--- src/rtl/control_unit.sv ---
// Main opcode decoder for a single-issue RV32I core.
// Combinational decode of the 7-bit opcode, registered with one cycle of latency.
module control_unit (
  input  logic       clk,
  input  logic       rst_n,
  input  logic [6:0] opcode,
  output logic       Regwrite,
  output logic       ALUsrc,
  output logic       Memread,
  output logic       Memwrite,
  output logic       Memtoreg,
  output logic       Branch,
  output logic       Jump,
  output logic [1:0] ALUop,
  output logic       illegal
);

  typedef enum logic [6:0] {
    OP_R      = 7'b0110011,
    OP_I      = 7'b0010011,
    OP_LOAD   = 7'b0000011,
    OP_STORE  = 7'b0100011,
    OP_BRANCH = 7'b1100011,
    OP_JAL    = 7'b1101111,
    OP_JALR   = 7'b1100111
  } opcode_e;

  typedef enum logic [1:0] {
    ALU_ADD  = 2'b00,
    ALU_SUB  = 2'b01,
    ALU_RTYP = 2'b10,
    ALU_ITYP = 2'b11
  } aluop_e;

  typedef struct packed {
    logic   regwrite;
    logic   alusrc;
    logic   memread;
    logic   memwrite;
    logic   memtoreg;
    logic   branch;
    logic   jump;
    aluop_e aluop;
    logic   illegal;
  } ctrl_t;

  ctrl_t dec;
  ctrl_t ctrl_q;

  // All 7 bits are compared, so any value outside the table is illegal.
  always_comb begin
    dec = '0;
    case (opcode)
      OP_R: begin
        dec.regwrite = 1'b1;
        dec.aluop    = ALU_RTYP;
      end
      OP_I: begin
        dec.regwrite = 1'b1;
        dec.alusrc   = 1'b1;
        dec.aluop    = ALU_ITYP;
      end
      OP_LOAD: begin
        dec.regwrite = 1'b1;
        dec.alusrc   = 1'b1;
        dec.memread  = 1'b1;
        dec.memtoreg = 1'b1;
        dec.aluop    = ALU_ADD;
      end
      OP_STORE: begin
        dec.alusrc   = 1'b1;
        dec.memwrite = 1'b1;
        dec.aluop    = ALU_ADD;
      end
      OP_BRANCH: begin
        dec.branch   = 1'b1;
        dec.aluop    = ALU_SUB;
      end
      OP_JAL: begin
        dec.regwrite = 1'b1;
        dec.jump     = 1'b1;
        dec.aluop    = ALU_ADD;
      end
      OP_JALR: begin
        dec.regwrite = 1'b1;
        dec.alusrc   = 1'b1;
        dec.jump     = 1'b1;
        dec.aluop    = ALU_ADD;
      end
      default: begin
        dec.illegal  = 1'b1;
      end
    endcase
  end

  always_ff @(posedge clk or negedge rst_n) begin
    if (!rst_n) begin
      ctrl_q <= '0;
    end else begin
      ctrl_q <= dec;
    end
  end

  assign Regwrite = ctrl_q.regwrite;
  assign ALUsrc   = ctrl_q.alusrc;
  assign Memread  = ctrl_q.memread;
  assign Memwrite = ctrl_q.memwrite;
  assign Memtoreg = ctrl_q.memtoreg;
  assign Branch   = ctrl_q.branch;
  assign Jump     = ctrl_q.jump;
  assign ALUop    = ctrl_q.aluop;
  assign illegal  = ctrl_q.illegal;

endmodule

--- config.mk ---
export PLATFORM = sky130hd
export DESIGN_NAME = control_unit
export DESIGN_NICKNAME = d
export VERILOG_FILES = /design/src/rtl/control_unit.sv
export SDC_FILE = /design/constraint.sdc
export NUM_CORES = 1
export LEC_CHECK = 0
export CAP_MARGIN = 20
export CORE_AREA = 2 2 39 41
export CTS_CLUSTER_SIZE = 16
export DETAILED_ROUTE_END_ITERATION = 7
export DIE_AREA = 0 0 41 43
export HOLD_SLACK_MARGIN = 0.1
export SLEW_MARGIN = 10
export SYNTH_ARGS = -nofsm -noshare
export SYNTH_HDL_FRONTEND = slang
export SYNTH_SLANG_ARGS = --single-unit
--- constraint.sdc ---
create_clock -name clk -period 0.8 [get_ports clk]
set_input_delay 0.08 -clock clk [delete_from_list [all_inputs] [get_ports clk]]
set_output_delay 0.08 -clock clk [all_outputs]
set_load 0.01 [all_outputs]
After elaboration in Yosys (flattened, before gate mapping) --
Index checks and enable logic that the tools add are counted.
Operators by class: $add $sub $neg 0, $mul 0, divide/modulo/power cells 0, magnitude comparators 0, eq/ne operators 7, shifts and indexed selects 0, muxes and demuxes 8, bitwise gates (word level) 0, reductions and logical operators 4
Operator list (count):
- 7-bit equality test (second input constant) | 3
- 7-bit by 6-bit equality test with 1-bit output (second input constant) | 2
- 7-bit by 2-bit equality test with 1-bit output (second input constant) | 1
- 7-bit by 5-bit equality test with 1-bit output (second input constant) | 1
- 1-bit two-way mux | 7
- 7-bit OR reduction | 1
- 2-bit case mux with 3 select lines | 1
- 5-bit OR reduction | 1
- 4-bit OR reduction | 1
- 2-bit OR reduction | 1
Word-level totals: bits in registers 9, bits in latches 0, bits in writable memories 0, ROM bits 0, input port bits 9, output and inout bits 10, logic and storage cells 27, memories 0

Longest topological paths before layout --
Gate-level depths: netlist (run 1).
depth in word-level cells 3, gate-level depth with buffers 3, depth with buffers taken out 3

Least setup slack after synthesis (run 1) --
Ideal clock, no wire load.
path type input -> register, from in opcode[4], to reg ctrl_q (netlist bit ALUsrc), library setup time 87 ps, arrival time 545 ps, data required time 713 ps, setup slack 168 ps, stages on the path 3, buffers on the path 0, path through and3b_2 -> nand2_2 -> a211oi_2
RTL lines:
- start, declared | line 6 | input logic [6:0] opcode,
- end signal, assigned | line 98 | ctrl_q <= '0;
- end signal, assigned | line 100 | ctrl_q <= dec;
- end, declared | line 48 | ctrl_t ctrl_q;

==> results of run 1 <==
-- synthesized netlist by cell type --
cell and count:
dfrtp_1 9, nor2_1 5, nand3_1 1, nand2_2 1, and3b_2 1, nor3_1 1, nor4b_2 1, or2b_1 1
buf_4 1, inv_1 3, nand2_1 2, a21oi_1 3, nor3_2 1, nor4_1 1, a211oi_2 1, o21ai_1 1
o21ai_0 1
-- final timing paths --
| path | from | endpoint | slack, ns | cells past startpoint |
|---|---|---|---|---|
| min in group clk | opcode[0] | Memwrite$_DFF_PN0_ | 0.17 | 3 |
| max in group asynchronous | rst_n | Memtoreg$_DFF_PN0_ | 0.56 | 2 |
| min | rst_n | Branch$_DFF_PN0_ | 0.14 | 2 |
| max | Memtoreg$_DFF_PN0_ | Memread | -0.04 | 1 |
-- metal layers --
metal | part of all wire | up-vias
li1 | - | 170
met1 | 0.39 | 153
met2 | 0.52 | 13
met3 | 0.064 | 2
met4 | 0.022 | 0
met5 | 0 | -
-- cell type report --
class	instances	share of cell area
clock buffers	4	0.0416
inverters	3	0.0178
repair buffers	26	0.321
multi-input cells	21	0.232
flip-flops and latches	9	0.356
well taps	16	0.0317
-- where the power goes --
part | switching (uW) | leakage (uW) | internal [uW] | total (uW)
Combinational | 66.7 | 0.000206 | 75.2 | 142
Sequential | 1.16 | 0.000120 | 461 | 462
Clock | 143 | 0.0000150 | 191 | 334
Total | 211 | 0.000342 | 727 | 939
-- state kept, by name, indices dropped and copies added, names as in the netlist --
signal and count:
Branch 1, Memwrite 1, illegal 1, Regwrite 1, Jump 1, ALUop 2
Memtoreg 1, ALUsrc 1
-- cell usage in the layout, fill, tap and decap left out --
cell type / Yosys / routed
a211oi_2: 1 / 1
a21oi_1: 3 / 3
and3b_2: 1 / 1
buf_12: 0 / 1
buf_2: 0 / 10
buf_4: 1 / 7
clkbuf_1: 0 / 1
clkbuf_4: 0 / 3
clkdlybuf4s15_1: 0 / 1
clkdlybuf4s50_1: 0 / 1
dfrtp_1: 9 / 9
dlygate4sd2_1: 0 / 4
dlymetal6s2s_1: 0 / 2
inv_1: 3 / 3
nand2_1: 2 / 1
nand2_2: 1 / 2
nand3_1: 1 / 1
nor2_1: 5 / 5
nor3_1: 1 / 1
nor3_2: 1 / 1
nor4_2: 0 / 1
nor4b_4: 0 / 1
o21ai_0: 1 / 1
o21ai_1: 1 / 1
or2b_1: 1 / 1
-- cells by family (layout without fill, tap and decap cells) --
kind of cell           Yosys count  after routing
AO/OA/AOI/OAI                    6              6
AND/OR/NAND/NOR                 15             15
buffers and inverters            4             33
flip-flops                       9              9
-- metrics by stage --
| stage | TNS (ns) | hold WS [ns] | power, uW | setup WS (ns) |
|---|---|---|---|---|
| 4_1_cts | -0.295 | 0.147 | 947 | -0.0526 |
| 3_3_place_gp | -4.16 | 0.409 | 619 | -0.415 |
| 3_5_place_dp | -4.30 | 0.406 | 619 | -0.426 |
| 2_1_floorplan | 0 | -0.216 | 505 | 0.168 |
| 5_1_grt | -0.481 | 0.153 | 974 | -0.0670 |
| 6_report | -0.205 | 0.144 | 939 | -0.0422 |
-- repair_timing --
action                     4_1_cts  5_1_grt
setup buffers                    1        0
hold buffers                     0        0
setup endpoints to repair       19       14
resized for setup               47        4
pin swaps                        2        2
==> impl_metrics.py, run 1 <==
metrics = {
    "yosys": {
        "synthCells": 34,
        "synthSimpleGateAreaFrac": 0.245,
        "yosysUniqueCellTypes": 17,
        "yosys_warnings": 0,
        "yosys-mux-area-fraction": 0,
        "ys_seq_elements": 9,
        "ys_seq_area_frac": 0.604,
        "syn-num-nets": 43,
        "synth_compound_area_frac": 0.101,
        "synth_area_leaders": "dfrtp_1 (60%), nor2_1 (5.0%), a21oi_1 (4.0%)",
        "synth_area_um2": 373,
        "synth_xor_xnor_area_share": 0,
        "synth.top_cell.area_share": 0.604,
        "yosysTopAreaCell": "dfrtp_1",
        "synthAdderAreaFrac": 0,
        "avgSynthCellArea_um2": 11.0,
        "synth_top_family_by_area": "simple AND/OR/NAND/NOR gates",
    },
    "route": {
        "drc_errors": 0,
        "first_pass_iters": 4,
        "wl_per_cell_um": 9.72,
        "vias_per_cell": 4.28,
        "wl_um": 768,
        "num_vias": 338,
        "drt_iter0_drc": 3,
        "postRouteAntennaNets": 0,
    },
    "layout": {
        "instances_no_fill": 79,
        "multi_input_area_um2": 146,
        "fin_area_um2": 632,
        "nNetsFinal": 73,
        "antenna_cells": 0,
        "drive_gt1_frac": 0.444,
        "seqCellArea_um2": 225,
        "num-fill-cells": 132,
        "fin_util": 0.457,
        "area.growth.synth_to_final_pct": 69.5,
    },
    "power_and_ir_drop": {
        "leakage_uw": 0.000342,
        "peakVddDrop_mv": 0.626,
        "powerDensity_mw_per_mm2": 1490,
    },
    "timing": {
        "fmax_mhz": 1190,
        "hold_viol": 0,
        "fin_crit_ns": 0.842,
        "post-route-period-util": 1.05,
        "setup_viol": 10,
        "tightest_slew_ns": 0.210,
        "worst_slack_ns": -0.0422,
        "maxSlewViolCount": 0,
        "timing.slew.headroom": 0.859,
        "rsz0062_at_grt": "yes",
    },
    "clock_tree": {
        "numCtsBuffers": 3,
        "cts_tree": "yes",
        "clkTransAtPathRegs_ns": 0.06,
        "ctsRootBufferMaster": "clkbuf_4",
        "clockBufferDepth": 2,
        "cts_sinks": 9,
        "htree_levels": 1,
    },
    "global_routing": {
        "grt_max_degree": 10,
        "grt_first_pass_wirelength_um": 1240,
        "grt-ovfl-total": 0,
        "gr-usage-met2": 0.156,
        "met3_usage": 0,
        "grt.busiest_layer": "met2",
        "antenna_found_initial": 0,
        "grtUsageTotal": 0.104,
        "grt_pass1_vias": 336,
        "grt_use_met1": 0.126,
    },
    "placed_design": {
        "io_buffers": 18,
        "place_congestion": 0.854,
        "post-place-cells": 74,
        "dp_hpwl_um": 601,
        "placed_area_um2": 631,
    },
    "floorplanning": {
        "dieArea_mm2": 0.00176,
        "die_h_um": 43,
        "rows": 14,
        "core_area_mm2": 0.00138,
        "start_util": 0.269,
        "die_w_um": 41,
        "ios": 19,
    },
    "status": {
        "status": "complete, but fails checks",
        "failed_checks": "setup timing",
    },
    "flow_run": {
        "max-cap-violations": 0,
    },
    "worst_setup_path": {
        "crit_path_max_fanout": 2,
        "cp-end-kind": "primary output",
        "required_ns": 0.72,
        "cp-start-kind": "flop",
        "worst_path_max_delay_cell": "dfrtp_1",
        "crit_buf_inv": 1,
        "critical_path_class": "flop to primary output",
        "critPathMaxStageDelay_ns": 0.37,
        "path_cells": "buf_2",
        "cp_top_family": "flip-flops",
        "cp.arrival_ns": 0.76,
    },
    "worst_hold_path": {
        "hp-class": "input port to asynchronous set/reset pin",
    },
}
No activity file was read; power rests on OpenSTA's default activity.
==> inputs of run 2 (changes only) <==
- SETUP_SLACK_MARGIN: default -> 0.05
==> run 2 against run 1 <==
The flow still finishes with violations (setup timing). Critical path depth did not move. Worst setup slack worse by 0.00070 ns. Die area unchanged. Total power decreased by 0.37%. Non-clock buffer count unchanged. First-iteration DRC count grew 67%. Critical path type unchanged. Highest routed layer unchanged.
==> impl_metrics.py, run 2 (synthesis gave the netlist of run 1 again) <==
metrics = {
    "status": {
        "status": "complete, but fails checks",
        "failed_checks": "setup timing",
    },
    "worst_setup_path": {
        "cp-end-kind": "primary output",
        "startpoint": "Memtoreg$_DFF_PN0_",
        "crit_end": "Memread",
        "critical_path_class": "flop to primary output",
        "worstSetupPathDepth": 1,
        "crit_path_max_fanout": 2,
        "required_ns": 0.72,
        "crit_buf_inv": 1,
        "cp-start-kind": "flop",
        "path_cells": "buf_2",
        "cp.arrival_ns": 0.76,
        "worst_path_max_delay_cell": "dfrtp_1",
        "critPathMaxStageDelay_ns": 0.37,
        "cp_top_family": "flip-flops",
    },
    "global_routing": {
        "antenna_found_initial": 0,
        "grt_first_pass_wirelength_um": 1240,
        "grt_max_degree": 10,
        "grtUsageTotal": 0.104,
        "grt-ovfl-total": 0,
        "grt_pass1_vias": 336,
    },
    "layout": {
        "seqCellArea_um2": 225,
        "nNetsFinal": 73,
        "drive_gt1_frac": 0.476,
        "final_common_cell": "buf_2",
        "multi_input_area_um2": 143,
        "final_cell_mix": "buf_2 (10), dfrtp_1 (9), buf_4 (7), nor2_1 (5), dlygate4sd2_1 (4)",
        "instances_no_fill": 79,
        "antenna_cells": 0,
        "num-fill-cells": 137,
        "area.growth.synth_to_final_pct": 65.8,
        "largest_reg_flops": 2,
    },
    "clock_tree": {
        "ctsRootBufferMaster": "clkbuf_4",
        "clockBufferDepth": 2,
        "clkTransAtPathRegs_ns": 0.06,
        "cts_tree": "yes",
        "cts_sinks": 9,
        "ctsHoldBuffers": 0,
        "numCtsBuffers": 3,
        "htree_levels": 1,
    },
    "route": {
        "wl_per_cell_um": 9.68,
        "wl_um": 765,
        "met2WireLength_um": 408,
        "num_vias": 349,
        "first_pass_iters": 4,
        "drt_iter0_drc": 5,
        "postRouteAntennaNets": 0,
        "vias_per_cell": 4.42,
        "dr_wl_met3_um": 55,
        "drt-met1-wl_um": 283,
        "highest_layer": "met4",
        "drc_errors": 0,
    },
    "power_and_ir_drop": {
        "total_power_uw": 935,
        "peakVddDrop_mv": 0.629,
        "leakage_uw": 0.000321,
        "powerDensity_mw_per_mm2": 1510,
    },
    "placed_design": {
        "pre_cts_slack_ns": -0.426,
        "place_congestion": 0.854,
        "dp_hpwl_um": 601,
        "post-place-cells": 74,
        "io_buffers": 18,
    },
    "timing": {
        "hold_ws_ns": 0.0455,
        "rsz0062_at_grt": "yes",
        "tightest_slew_ns": 0.210,
        "fmax_mhz": 1190,
        "post-route-period-util": 1.05,
        "timing.slew.headroom": 0.859,
        "fin_crit_ns": 0.843,
        "setup_tns_ns": -0.214,
        "setup_viol": 10,
        "hold_viol": 0,
        "maxSlewViolCount": 0,
        "worst_slack_ns": -0.0429,
    },
    "floorplanning": {
        "rows": 14,
        "dieArea_mm2": 0.00176,
        "die_h_um": 43,
        "core_area_mm2": 0.00138,
        "die_w_um": 41,
        "ios": 19,
        "start_util": 0.269,
    },
    "worst_hold_path": {
        "hp-class": "input port to flop",
        "hold_start": "opcode[4]",
    },
    "flow_run": {
        "max-cap-violations": 0,
    },
}
## run 2: how the worst min path moves through the flow
stage	slack, ns	depth (start not counted)	endpoint
floorplan	-0.22	0	ALUop[0]$_DFF_PN0_
global placement	0.41	2	Branch$_DFF_PN0_
detailed placement	0.41	2	Branch$_DFF_PN0_
CTS	0.15	2	Branch$_DFF_PN0_
global route	0.06	2	Memtoreg$_DFF_PN0_
finish	0.05	2	Memtoreg$_DFF_PN0_
## run 2: per-stage QoR
step / instance area [um^2] / util
floorplan: 373 / -
global placement: 631 / 0.456
detailed placement: 631 / 0.456
CTS: 617 / 0.446
global route: 618 / 0.447
finish: 618 / 0.447
## run 2: timing repair
action                                 4_1_cts  5_1_grt
setup endpoints to repair                   19       14
pin swaps                                    3        4
endpoints found under the hold margin        0        1
buffers inserted                             1        0
gates resized for setup                     51        3
## run 2: cell type report
class,count,share of cell area
timing repair buffer,26,0.312
multi-input combinational,21,0.231
inverter,3,0.0182
tap,16,0.0324
clock buffer,4,0.0425
sequential,9,0.364
## run 2: routing by layer
metal / vias to the layer above / GRT usage
li1: 170 / -
met1: 161 / 0.126
met2: 16 / 0.156
met3: 2 / 0
met4: 0 / 0.100
met5: - / 0
## run 2: where the power goes
group | switching (uW) | total (uW) | internal (uW)
combinational | 64.6 | 136 | 71.7
sequential | 1.16 | 462 | 461
clock | 145 | 337 | 191
total | 211 | 935 | 724
